--- src/rtl/xc_sha3_lane_seq.sv ---
// Keccak lane-address sequencer: streams the 25 lane byte addresses of one state pass.
// Define XC_SHA3_SEQ_YX_EN to make mode 4 (yx / pi-permutation index) legal.
module xc_sha3_lane_seq #(
   parameter int XLEN = 32
) (
   input  logic            g_clk,
   input  logic            g_reset,
   input  logic            start,
   input  logic [2:0]      mode,
   input  logic [1:0]      shamt,
   input  logic [XLEN-1:0] base,
   input  logic            abort,
   output logic            out_valid,
   input  logic            out_ready,
   output logic [XLEN-1:0] out_addr,
   output logic [2:0]      out_x,
   output logic [2:0]      out_y,
   output logic            out_last,
   output logic            busy,
   output logic            done,
   output logic            err
);

   typedef enum logic {IDLE, RUN} state_t;

   state_t            state_q, state_d;
   logic [2:0]        x_q, x_d, y_q, y_d, mode_q, mode_d;
   logic [1:0]        shamt_q, shamt_d;
   logic [XLEN-1:0]   base_q, base_d;
   logic              done_q, done_d, err_q, err_d;
   logic              mode_legal, last_lane, beat;
   logic [2:0]        x_rot;
   logic [4:0]        idx;
   logic [7:0]        offset;

`ifdef XC_SHA3_SEQ_YX_EN
   function automatic logic [2:0] mod5(input logic [4:0] v);
      logic [4:0] r;
      r = v;
      if (r >= 5'd20) r = r - 5'd20;
      if (r >= 5'd10) r = r - 5'd10;
      if (r >= 5'd5)  r = r - 5'd5;
      return r[2:0];
   endfunction
   assign mode_legal = (mode <= 3'd4);
`else
   assign mode_legal = (mode <= 3'd3);
`endif

   assign last_lane = (x_q == 3'd4) && (y_q == 3'd4);
   assign beat      = (state_q == RUN) && out_ready;

   always_ff @(posedge g_clk) begin
      if (g_reset) begin
         state_q <= IDLE;
         x_q     <= '0;
         y_q     <= '0;
         mode_q  <= '0;
         shamt_q <= '0;
         base_q  <= '0;
         done_q  <= 1'b0;
         err_q   <= 1'b0;
      end else begin
         state_q <= state_d;
         x_q     <= x_d;
         y_q     <= y_d;
         mode_q  <= mode_d;
         shamt_q <= shamt_d;
         base_q  <= base_d;
         done_q  <= done_d;
         err_q   <= err_d;
      end
   end

   // Abort beats everything in RUN, including the final beat, so done never follows an abort.
   always_comb begin
      state_d = state_q;
      x_d     = x_q;
      y_d     = y_q;
      mode_d  = mode_q;
      shamt_d = shamt_q;
      base_d  = base_q;
      done_d  = 1'b0;
      err_d   = 1'b0;
      case (state_q)
         IDLE: begin
            if (start) begin
               if (mode_legal) begin
                  mode_d  = mode;
                  shamt_d = shamt;
                  base_d  = base;
                  x_d     = '0;
                  y_d     = '0;
                  state_d = RUN;
               end else begin
                  err_d = 1'b1;
               end
            end
         end
         RUN: begin
            if (abort) begin
               state_d = IDLE;
               x_d     = '0;
               y_d     = '0;
            end else if (beat) begin
               if (last_lane) begin
                  state_d = IDLE;
                  done_d  = 1'b1;
                  x_d     = '0;
                  y_d     = '0;
               end else if (x_q == 3'd4) begin
                  x_d = '0;
                  y_d = y_q + 3'd1;
               end else begin
                  x_d = x_q + 3'd1;
               end
            end
         end
         default: state_d = IDLE;
      endcase
   end

   // Lane index from the captured mode; the x rotations avoid a general modulo.
   always_comb begin
      x_rot = x_q;
      case (mode_q)
         3'd1:    x_rot = (x_q == 3'd4) ? 3'd0 : x_q + 3'd1;
         3'd2:    x_rot = (x_q >= 3'd3) ? x_q - 3'd3 : x_q + 3'd2;
         3'd3:    x_rot = (x_q == 3'd0) ? 3'd4 : x_q - 3'd1;
         default: x_rot = x_q;
      endcase
      idx = 5'(x_rot) + 5'(y_q) * 5'd5;
`ifdef XC_SHA3_SEQ_YX_EN
      if (mode_q == 3'd4)
         idx = 5'(y_q) + 5'(mod5(5'(x_q) * 5'd2 + 5'(y_q) * 5'd3)) * 5'd5;
`endif
   end

   assign offset    = 8'(idx) << shamt_q;
   assign out_valid = (state_q == RUN);
   assign busy      = (state_q == RUN);
   assign out_addr  = busy ? (base_q + {{(XLEN-8){1'b0}}, offset}) : '0;
   assign out_x     = x_q;
   assign out_y     = y_q;
   assign out_last  = busy && last_lane;
   assign done      = done_q;
   assign err       = err_q;

endmodule

--- config.mk ---
export PLATFORM = sky130hd
export DESIGN_NAME = xc_sha3_lane_seq
export DESIGN_NICKNAME = d
export VERILOG_FILES = /design/src/rtl/xc_sha3_lane_seq.sv
export SDC_FILE = /design/constraint.sdc
export NUM_CORES = 1
export LEC_CHECK = 0
export CORE_ASPECT_RATIO = 0.7
export CORE_MARGIN = 3
export CORE_UTILIZATION = 50
export DETAILED_ROUTE_END_ITERATION = 16
export PLACE_DENSITY = 0.87
export SLEW_MARGIN = 40
export SYNTH_ARGS = -nofsm -noshare
export SYNTH_HDL_FRONTEND = slang
export SYNTH_SLANG_ARGS = --single-unit
export TNS_END_PERCENT = 10
--- constraint.sdc ---
create_clock -name g_clk -period 6.26 [get_ports g_clk]
set_input_delay 0.939 -clock g_clk [delete_from_list [all_inputs] [get_ports g_clk]]
set_output_delay 0.939 -clock g_clk [all_outputs]
set_load 0.02 [all_outputs]
==> impl_metrics.tcl <==
set metrics [dict create \
    syn_area_um2 3270 \
    async_reset_ff_share_pct 0 \
    yosysUniqueCellTypes 46 \
    clk_latency_ns 0.30 \
    die-area_um2 7560 \
    drtIter0Drc 193 \
    hold_path_class "reg -> reg" \
    status "complete, no violations" \
    grtUsageTotal_pct 24.2 \
    viasPerCell 5.62 \
    drt.antenna.violating_nets 0 \
    arrival_ns 5.27 \
    clk_pin_slew_ns 0.09 \
    grt_overflow 0 \
    final.min_clock_period_ns 6.21 \
    cts_sinks 46 \
    yosysWarnings 0 \
    cts_htree_levels 2 \
    multi_input_area_um2 2380 \
    synth_edf_count 0 \
    finalSetupViolCount 0 \
    diodes 0 \
    fin_nets 586 \
    hold_viol 0 \
    ctsHoldBuffers 0 \
    crit_chain "buf_6 -> ha_4 -> a211o_4 -> nor2_4 -> a21oi_2 -> o21ai_1 -> nor2_1 -> a211oi_2 -> ha_1 -> ha_4 -> fa_2 -> mux2_2 -> nor2_1 -> a21oi_1 -> ha_1 -> a211oi_1 -> o21a_2 -> a2111oi_4 -> buf_4 -> buf_6 -> nand3_4 -> xnor2_2 -> and2_4 -> buf_6" \
    p_per_area_nw_per_um2 145 \
    num_io_pins 85 \
    synth_seq_area_share_pct 28.2 \
    initial_utilization_pct 54.3 \
    max_stage_delay_ns 0.47 \
    rsz0062_at_grt "yes" \
    hold_depth 2 \
    relSlewSlack_pct 50.0 \
    worstPathMaxFanout 5 \
    crit_top_cell "buf_6" \
    grt_max_degree 45 \
    crit_type "reg -> out" \
    syn-num-nets 498 \
    ff2ff_path_depth 6 \
    max_freq_mhz 161 \
    first_global_vias 3047 \
    slew_violations 0 \
    seq_area_um2 927 \
    power.leakage_nw 1.85 \
    tightest_slew_ns 0.750 \
    skew_ns 0.00257 \
    ys_seq_elements 46 \
    wl_um 9570 \
    synth_ff_type "dfxtp_1" \
    dr.pass1.iters 4 \
    vias 3341 \
    syn_to_final_growth_pct 37.2 \
    peakVddDrop_v 0.0000955 \
    core_um2 6010 \
    cts_tree "yes" \
    dp_hpwl_um 6350 \
    die_w_um 103 \
    drive_above_1_share_pct 16.2 \
    fillCellCount 449 \
    avgRoutedWirePerCell_um 16.1 \
    cap_violations 0 \
    clk_path_buf_depth 2 \
    cp-end-kind "output pin" \
    die_y_um 73.6 \
    drc 0 \
    critPathRequiredTime_ns 5.32 \
    synthCells 430 \
    row_count 23 \
    min_period_over_period_pct 99.2 \
    synth_area_leaders "dfxtp_1 28%, nand2_1 10%, ha_1 9.2%, a21oi_1 8.4%, and2_1 5.9%" \
    cts_made_buffers 5 \
    grt_first_pass_wirelength_um 14400 \
    synth.largest_area_cell "dfxtp_1" \
    cp_slowest_cell "fa_2" \
    startpoint_type "flop" \
    finalPower_mw 0.650 \
    avgSynthCellArea_um2 7.60 \
    synth_top_area_share_pct 28.2 \
    antenna_found_initial 0 \
    cts-root-buf "clkbuf_8" \
    gp_congestion 0.892 \
    io_buffers 84 \
    utilization_pct 74.5 \
]
-- flip-flops by register name, indices dropped and copies added (netlist names) --
signal,count
out_x,3
mode_q,3
out_y,3
busy,1
shamt_q,2
done,1
err,1
base_q,32
-- worst max-delay path, delay by kind of cell, from the launching register on --
| family | cells | cell delay, ns |
|---|---|---|
| buffers and inverters | 4 | 0.54 |
| multiplexers | 1 | 0.29 |
| AND/OR/NAND/NOR | 5 | 0.54 |
| adder cells (fa/ha/maj) | 5 | 1.47 |
| XOR/XNOR | 1 | 0.17 |
| flip-flops | 1 | 0.38 |
| AO/OA/AOI/OAI | 8 | 1.56 |
-- power breakdown --
group          internal (mW)  switching, mW
Clock                 0.0894          0.106
Combinational         0.0680         0.0621
Sequential             0.304         0.0194
Total                  0.462          0.188
-- area by class of cell --
cell class,instances,area share (%)
tap,75,2.09
timing repair buffer,106,21.5
multi-input combinational,352,53.1
inverter,7,0.642
sequential,46,20.7
clock buffer,7,1.93
clock inverter,1,0.112
-- logic make-up after synthesis --
family,synth area share (%)
compound gates,18.1
xor+xnor,8.58
fa+ha+maj,10.4
buf+inv,3.91
flops,28.2
mux,3.79
simple gates,27.0
-- per-layer routing --
layer  up-vias  routed length (µm)  GRT usage, %
met1      1528                4290          34.1
met4         0                 195          6.84
met2       144                4360          37.4
li1       1648                   -             -
met5         -                   0             0
met3        21                 716          5.03
-- synthesized netlist by cell type (6+ instances only) --
master,count
xor2_1,10
clkbuf_1,19
and3_1,6
xnor2_1,22
a21oi_1,55
dfxtp_1,46
nor3_1,6
inv_1,7
nand2_1,89
o2111ai_1,6
nor2_1,25
ha_1,24
and2_1,31
o21ai_0,10
nand3_1,6
mux2i_1,9
-- path summary, 6_finish.rpt --
| path | startpoint | end | slack [ns] |
|---|---|---|---|
| worst max-delay path | out_x[1]$_SDFFE_PP0P_ | out_addr[28] | 0.05 |
| worst min-delay path | base_q[0]$_SDFFE_PP0P_ | base_q[0]$_SDFFE_PP0P_ | 0.47 |
| worst max register to register | busy$_SDFF_PP0_ | out_y[2]$_SDFFE_PP0P_ | 4.27 |
| worst min register to register | base_q[0]$_SDFFE_PP0P_ | base_q[0]$_SDFFE_PP0P_ | 0.47 |
-- stage by stage --
stage / std cells / hold WS (ns) / setup slack, ns / setup TNS [ns] / instance area, µm²
2_1_floorplan: 430 / 0.441 / 0.437 / 0 / 3270
3_3_place_gp: 571 / 0.450 / 0.0526 / 0 / 4160
3_5_place_dp: 571 / 0.458 / -0.144 / -0.631 / 4160
4_1_cts: 586 / 0.469 / -0.105 / -0.173 / 4290
5_1_grt: 594 / 0.502 / -0.211 / -2.00 / 4480
6_report: 594 / 0.467 / 0.0473 / 0 / 4480
-- layout by cell type (no fill, tap or decap), drive strengths merged, types with 17 or more instances in the layout --
cell type / synthesis / routed
buf: 6 / 26
nor2: 25 / 25
dfxtp: 46 / 46
nand2: 89 / 89
a21oi: 55 / 55
clkbuf: 19 / 17
ha: 24 / 24
clkdlybuf4s50: 0 / 59
xnor2: 22 / 22
and2: 32 / 32
-- what timing repair did --
item / in CTS / in global routing
buffers inserted: 7 / 8
resized for setup: 39 / 69
pin swaps: 3 / 19
setup endpoints to repair: 26 / 27
Power figures use the tool's default switching activity.
